`src/rtl/shift_fu_if.sv`:
```
// Issue and result handshake bundle for the shift/rotate unit.
// slave = the functional unit, master = the issuing/consuming side.
interface shift_fu_if #(
    parameter int TAG_W = 4
) ();
    logic             in_valid;
    logic             in_ready;
    logic [TAG_W-1:0] in_tag;
    logic [7:0]       in_a;
    logic [7:0]       in_f;
    logic             in_rotate;
    logic             in_right;
    logic             out_valid;
    logic             out_ready;
    logic [TAG_W-1:0] out_tag;
    logic [7:0]       out_q;
    logic [7:0]       out_f;

    modport slave (
        input  in_valid, in_tag, in_a, in_f, in_rotate, in_right, out_ready,
        output in_ready, out_valid, out_tag, out_q, out_f
    );

    modport master (
        output in_valid, in_tag, in_a, in_f, in_rotate, in_right, out_ready,
        input  in_ready, out_valid, out_tag, out_q, out_f
    );
endinterface

```
`src/rtl/shift_fu.sv`:
```
// Two-stage pipelined ASL/LSR/ROL/ROR unit for the 6502 core: S1 holds the issued op,
// S2 holds result, status and tag and drives the result port directly.
module shift_fu #(
    parameter int TAG_W = 4
) (
    input  logic      clk,
    input  logic      rst_n,
    input  logic      flush,
    shift_fu_if.slave io
);
    // Handshakes: a transfer happens on a rising edge where valid && ready are both 1.
    // in_ready never depends on in_valid; out_valid never depends on out_ready.

    logic             s1_valid_q, s1_valid_d;
    logic [TAG_W-1:0] s1_tag_q, s1_tag_d;
    logic [7:0]       s1_a_q, s1_a_d;
    logic [7:0]       s1_f_q, s1_f_d;
    logic             s1_rotate_q, s1_rotate_d;
    logic             s1_right_q, s1_right_d;

    logic             s2_valid_q, s2_valid_d;
    logic [TAG_W-1:0] s2_tag_q, s2_tag_d;
    logic [7:0]       s2_res_q, s2_res_d;
    logic [7:0]       s2_f_q, s2_f_d;

    logic             s1_adv;
    logic             in_ready_c;
    logic             accept;
    logic             retire;
    logic             cin;
    logic             cout;
    logic [7:0]       res;
    logic [7:0]       res_f;

    always_comb begin
        s1_adv     = s1_valid_q && (!s2_valid_q || io.out_ready);
        in_ready_c = !flush && (!s1_valid_q || s1_adv);
        accept     = io.in_valid && in_ready_c;
        retire     = s2_valid_q && io.out_ready;
    end

    // Shifter on the S1 operands; V/B/D/I and the unused bit pass through untouched.
    always_comb begin
        cin = s1_rotate_q ? s1_f_q[0] : 1'b0;
        if (s1_right_q) begin
            res  = {cin, s1_a_q[7:1]};
            cout = s1_a_q[0];
        end else begin
            res  = {s1_a_q[6:0], cin};
            cout = s1_a_q[7];
        end
        res_f = {res[7], s1_f_q[6:2], (res == 8'h00), cout};
    end

    always_comb begin
        s1_valid_d  = s1_valid_q;
        s1_tag_d    = s1_tag_q;
        s1_a_d      = s1_a_q;
        s1_f_d      = s1_f_q;
        s1_rotate_d = s1_rotate_q;
        s1_right_d  = s1_right_q;
        s2_valid_d  = s2_valid_q;
        s2_tag_d    = s2_tag_q;
        s2_res_d    = s2_res_q;
        s2_f_d      = s2_f_q;

        if (accept) begin
            s1_valid_d  = 1'b1;
            s1_tag_d    = io.in_tag;
            s1_a_d      = io.in_a;
            s1_f_d      = io.in_f;
            s1_rotate_d = io.in_rotate;
            s1_right_d  = io.in_right;
        end else if (s1_adv) begin
            s1_valid_d = 1'b0;
        end

        if (s1_adv) begin
            s2_valid_d = 1'b1;
            s2_tag_d   = s1_tag_q;
            s2_res_d   = res;
            s2_f_d     = res_f;
        end else if (retire) begin
            s2_valid_d = 1'b0;
        end

        // Squash wins over everything; data may load but stays invisible.
        if (flush) begin
            s1_valid_d = 1'b0;
            s2_valid_d = 1'b0;
        end
    end

    always_ff @(posedge clk or negedge rst_n) begin
        if (!rst_n) begin
            s1_valid_q  <= 1'b0;
            s1_tag_q    <= '0;
            s1_a_q      <= '0;
            s1_f_q      <= '0;
            s1_rotate_q <= 1'b0;
            s1_right_q  <= 1'b0;
            s2_valid_q  <= 1'b0;
            s2_tag_q    <= '0;
            s2_res_q    <= '0;
            s2_f_q      <= '0;
        end else begin
            s1_valid_q  <= s1_valid_d;
            s1_tag_q    <= s1_tag_d;
            s1_a_q      <= s1_a_d;
            s1_f_q      <= s1_f_d;
            s1_rotate_q <= s1_rotate_d;
            s1_right_q  <= s1_right_d;
            s2_valid_q  <= s2_valid_d;
            s2_tag_q    <= s2_tag_d;
            s2_res_q    <= s2_res_d;
            s2_f_q      <= s2_f_d;
        end
    end

    assign io.in_ready  = in_ready_c;
    assign io.out_valid = s2_valid_q;
    assign io.out_tag   = s2_tag_q;
    assign io.out_q     = s2_res_q;
    assign io.out_f     = s2_f_q;
endmodule

```
`src/flat_wrapper.sv`:
```
// flat-port wrapper written by rule: the top's interface ports become plain ports
module shift_fu_flat 
#(
    parameter int TAG_W = 4
)
  (clk, rst_n, flush, io_in_valid, io_in_tag, io_in_a, io_in_f, io_in_rotate, io_in_right, io_out_ready, io_in_ready, io_out_valid, io_out_tag, io_out_q, io_out_f);
  shift_fu_if #(.TAG_W(TAG_W)) io_i ();
  input  logic clk;
  input  logic rst_n;
  input  logic flush;
  input wire logic [$bits(io_i.in_valid)-1:0] io_in_valid;
  input wire logic [$bits(io_i.in_tag)-1:0] io_in_tag;
  input wire logic [$bits(io_i.in_a)-1:0] io_in_a;
  input wire logic [$bits(io_i.in_f)-1:0] io_in_f;
  input wire logic [$bits(io_i.in_rotate)-1:0] io_in_rotate;
  input wire logic [$bits(io_i.in_right)-1:0] io_in_right;
  input wire logic [$bits(io_i.out_ready)-1:0] io_out_ready;
  output wire logic [$bits(io_i.in_ready)-1:0] io_in_ready;
  output wire logic [$bits(io_i.out_valid)-1:0] io_out_valid;
  output wire logic [$bits(io_i.out_tag)-1:0] io_out_tag;
  output wire logic [$bits(io_i.out_q)-1:0] io_out_q;
  output wire logic [$bits(io_i.out_f)-1:0] io_out_f;
  assign io_i.in_valid = io_in_valid;
  assign io_i.in_tag = io_in_tag;
  assign io_i.in_a = io_in_a;
  assign io_i.in_f = io_in_f;
  assign io_i.in_rotate = io_in_rotate;
  assign io_i.in_right = io_in_right;
  assign io_i.out_ready = io_out_ready;
  assign io_in_ready = io_i.in_ready;
  assign io_out_valid = io_i.out_valid;
  assign io_out_tag = io_i.out_tag;
  assign io_out_q = io_i.out_q;
  assign io_out_f = io_i.out_f;
  shift_fu #(.TAG_W(TAG_W)) u_core (.clk(clk), .rst_n(rst_n), .flush(flush), .io(io_i));
endmodule
```
`config.mk`:
```
export PLATFORM = sky130hd
export DESIGN_NAME = shift_fu_flat
export DESIGN_NICKNAME = d
export VERILOG_FILES = /design/src/rtl/shift_fu_if.sv /design/src/rtl/shift_fu.sv /design/src/flat_wrapper.sv
export SDC_FILE = /design/constraint.sdc
export NUM_CORES = 1
export LEC_CHECK = 0
export ABC_AREA = 1
export CAP_MARGIN = 20
export CORE_MARGIN = 3
export CORE_UTILIZATION = 40
export DETAILED_ROUTE_END_ITERATION = 16
export HOLD_SLACK_MARGIN = 0.06
export PLACE_DENSITY_LB_ADDON = 0.08
export SLEW_MARGIN = 10
export SYNTH_ARGS = -nofsm -noshare
export SYNTH_HDL_FRONTEND = slang
export SYNTH_SLANG_ARGS = --single-unit
```
`constraint.sdc`:
```
create_clock -name clk -period 1.4 [get_ports clk]
set_input_delay 0.28 -clock clk [delete_from_list [all_inputs] [get_ports clk]]
set_output_delay 0.28 -clock clk [all_outputs]
set_load 0.005 [all_outputs]
```
==> results.json <==
{
  "status": "finished, final reports clean",
  "cts_buffers": 5,
  "num_antenna_cells": 0,
  "cts_tree": "done",
  "period_share": 0.985,
  "gr-total-overflow": 0,
  "start_util": 0.429,
  "r2r_cells": 6,
  "core_mm2": 0.00414,
  "port-buffer-count": 46,
  "dpl.hpwl_um": 2650,
  "hold_path_depth": 2,
  "stdcell_area_mm2": 0.00247,
  "cts_max_level": 2,
  "synth_nets": 239,
  "yosysUniqueCellTypes": 21,
  "hold_violations": 0,
  "cp-end-kind": "output port",
  "gp_congestion": 0.828,
  "p_per_area_mw_per_mm2": 1200,
  "hold_path_class": "reg2reg",
  "dr.pass1.iters": 4,
  "grt_max_degree": 42,
  "switching_share": 0.290,
  "avgSynthCellArea_um2": 8.38,
  "ant_nets": 0,
  "ys_seq_area_frac": 0.577,
  "ios": 49,
  "grt_pass1_vias": 1457,
  "clkPwrFrac": 0.257,
  "clock.fmax_mhz": 725,
  "fp.dieW_um": 72.6,
  "startpoint_type": "flop",
  "r2r_end": "u_core.io.out_f[2]",
  "drive_above_1_share": 0.141,
  "leakagePower_uw": 0.00135,
  "worst_pin_slew_ns": 0.317,
  "root_buffer": "clkbuf_8",
  "antenna_found_initial": 0,
  "cts.clk_slew.worst_paths_ns": 0.08,
  "vdd_drop_max_mv": 0.534,
  "dieHeight_um": 72.6,
  "setup_viol": 0,
  "syn_inst": 212,
  "postPlaceCellArea_mm2": 0.00231,
  "power_switching_uw": 861,
  "viasPerCell": 4.63,
  "r2r_slack_ns": 0.08,
  "dr.first_iter.drc_count": 65,
  "netlist.area_leader.share": 0.577,
  "post-route-drc-count": 0,
  "slew_headroom": 0.788,
  "grt_usage": 0.156,
  "reg2reg_from": "u_core.io.out_valid",
  "intPower_uw": 2110,
  "cts_sinks": 41,
  "cts_max_path_buffers": 2,
  "finalCriticalPeriod_ns": 1.38,
  "final_nets": 302,
  "rsz0062_at_grt": "true",
  "drt-total-wl_um": 3740,
  "drv_cap": 0,
  "syn-cell-area_mm2": 0.00178,
  "insertion_delay_ns": 0.29,
  "fin_skew_ns": 0.00389,
  "path_class": "reg2out",
  "synth_top_area_cell": "dfrtp_1",
  "crit_required_ns": 1.12,
  "avgRoutedWirePerCell_um": 11.5,
  "path_max_fanout": 2,
  "ys_ff_latch": 41,
  "maxSlewViolCount": 0,
  "p_seq_frac": 0.503,
  "dieArea_mm2": 0.00528,
  "num_vias": 1511,
  "yosys-top-cells-area": "dfrtp_1 (58%), nand2_1 (22%), nand3_1 (5.9%)",
  "finalPower_uw": 2970,
  "grt_first_pass_wirelength_um": 6470,
  "hold_end": "u_core.io.out_f[4]",
  "holdCritStartpoint": "u_core.io.out_f[4]",
  "arrival_ns": 1.10,
  "rows": 23,
  "syn2layout_area_growth_pct": 39.3,
  "yosys_warnings": 0,
  "combPwrFrac": 0.240
}
## worst max path at each step
| stage | start | endpoint | slack (ns) | depth (start not counted) |
|---|---|---|---|---|
| 4_1_cts | u_core.io.out_valid | io_in_ready | -0.12 | 5 |
| 3_3_place_gp | io_out_ready | io_in_ready | -0.31 | 6 |
| 2_1_floorplan | u_core.io.out_valid | io_in_ready | 0.30 | 4 |
| 3_5_place_dp | io_out_ready | io_in_ready | -0.31 | 6 |
| 5_1_grt | u_core.io.out_valid | io_in_ready | -0.07 | 5 |
| 6_report | u_core.io.out_valid | io_in_ready | 0.02 | 5 |
## cells by family after synthesis
kind of cell	after synthesis	synth area share
compound gates	13	0.0486
buf+inv	25	0.0725
flops	41	0.577
simple gates	133	0.301
## layout make-up
cell class | instances | area, um^2
multi-input combinational | 146 | 631
clock buffer | 5 | 68.8
tap | 50 | 62.6
sequential | 41 | 1030
timing repair buffer | 67 | 613
fill | 396 | 1670
clock inverter | 3 | 17.5
inverter | 14 | 55.1
## through the flow
stage	hold WS, ns	instances	util	worst slack, ns	setup TNS [ns]
final	0.473	326	0.597	0.0210	0
after global routing	0.503	326	0.597	-0.0653	-0.0863
after CTS	0.475	325	0.595	-0.117	-0.117
after detailed placement	0.268	306	0.558	-0.310	-8.85
after global placement	0.268	306	0.558	-0.312	-8.88
after floorplan	-0.0156	212	-	0.303	0
## cells in the final DEF, fill, tap and decap left out
cell type / count
buf_2: 1
clkinv_2: 2
buf_4: 16
nand3_1: 21
buf_6: 2
clkbuf_2: 2
nand2_1: 106
inv_4: 1
dlygate4sd3_1: 1
a31oi_1: 1
clkdlybuf4s50_1: 23
dfrtp_2: 1
a21oi_1: 1
inv_1: 11
clkbuf_8: 5
dfrtp_1: 40
nand2_8: 1
nand2_2: 1
inv_2: 2
buf_12: 2
clkinvlp_4: 1
dlygate4sd2_1: 20
o21a_1: 1
o21ai_2: 1
a21oi_4: 1
o31ai_1: 1
o21ai_0: 3
o21ai_1: 4
nor2_1: 4
## flip-flops by register name, indices dropped and copies added (netlist names)
signal / count
u_core.io.out_q: 8
u_core.s1_a_q: 8
u_core.io.out_f: 7
u_core.s1_f_q: 6
u_core.io.out_tag: 4
u_core.s1_tag_q: 4
u_core.io.out_valid: 1
u_core.s1_right_q: 1
u_core.s1_rotate_q: 1
u_core.s1_valid_q: 1
## Yosys cell counts (all sizes together)
library cell,count
a31oi,1
inv,14
nor2,4
dfrtp,41
o21ai,8
nand2,108
clkbuf,1
o21a,1
buf,10
nand3,21
o31ai,1
a21oi,2
## timing repair
item                                    CTS  global route
pin swaps                                 0             2
hold buffers                              1             0
resized for setup                        23             9
endpoints found under the hold margin    41             0
endpoints found under the setup margin   22            24
buffers inserted                         10             1
## routing by layer
layer  wire [um]  track usage  vias to the layer above  part of all wire
li1            -            -                      785                 -
met1        1830        0.218                      681              0.49
met2        1640        0.237                       38              0.44
met3         214       0.0413                        7             0.057
met4          52       0.0492                        0             0.014
met5           0            0                        -                 0
## critical path: stages (launching register included)
cell and delay [ns]:
dfrtp_1 0.37, buf_6 0.10, nand2_2 0.05, o21ai_2 0.14, inv_2 0.05, clkbuf_2 0.10
## power groups by stage
| stage | Clock, uW | Sequential (uW) | Combinational [uW] |
|---|---|---|---|
| after floorplan | 0 | 1500 | 315 |
| after global placement | 0 | 1510 | 705 |
| after detailed placement | 0 | 1520 | 713 |
| after CTS | 789 | 1490 | 719 |
| after global routing | 835 | 1520 | 805 |
| final | 763 | 1490 | 711 |
(Power assumes the default switching activity.)
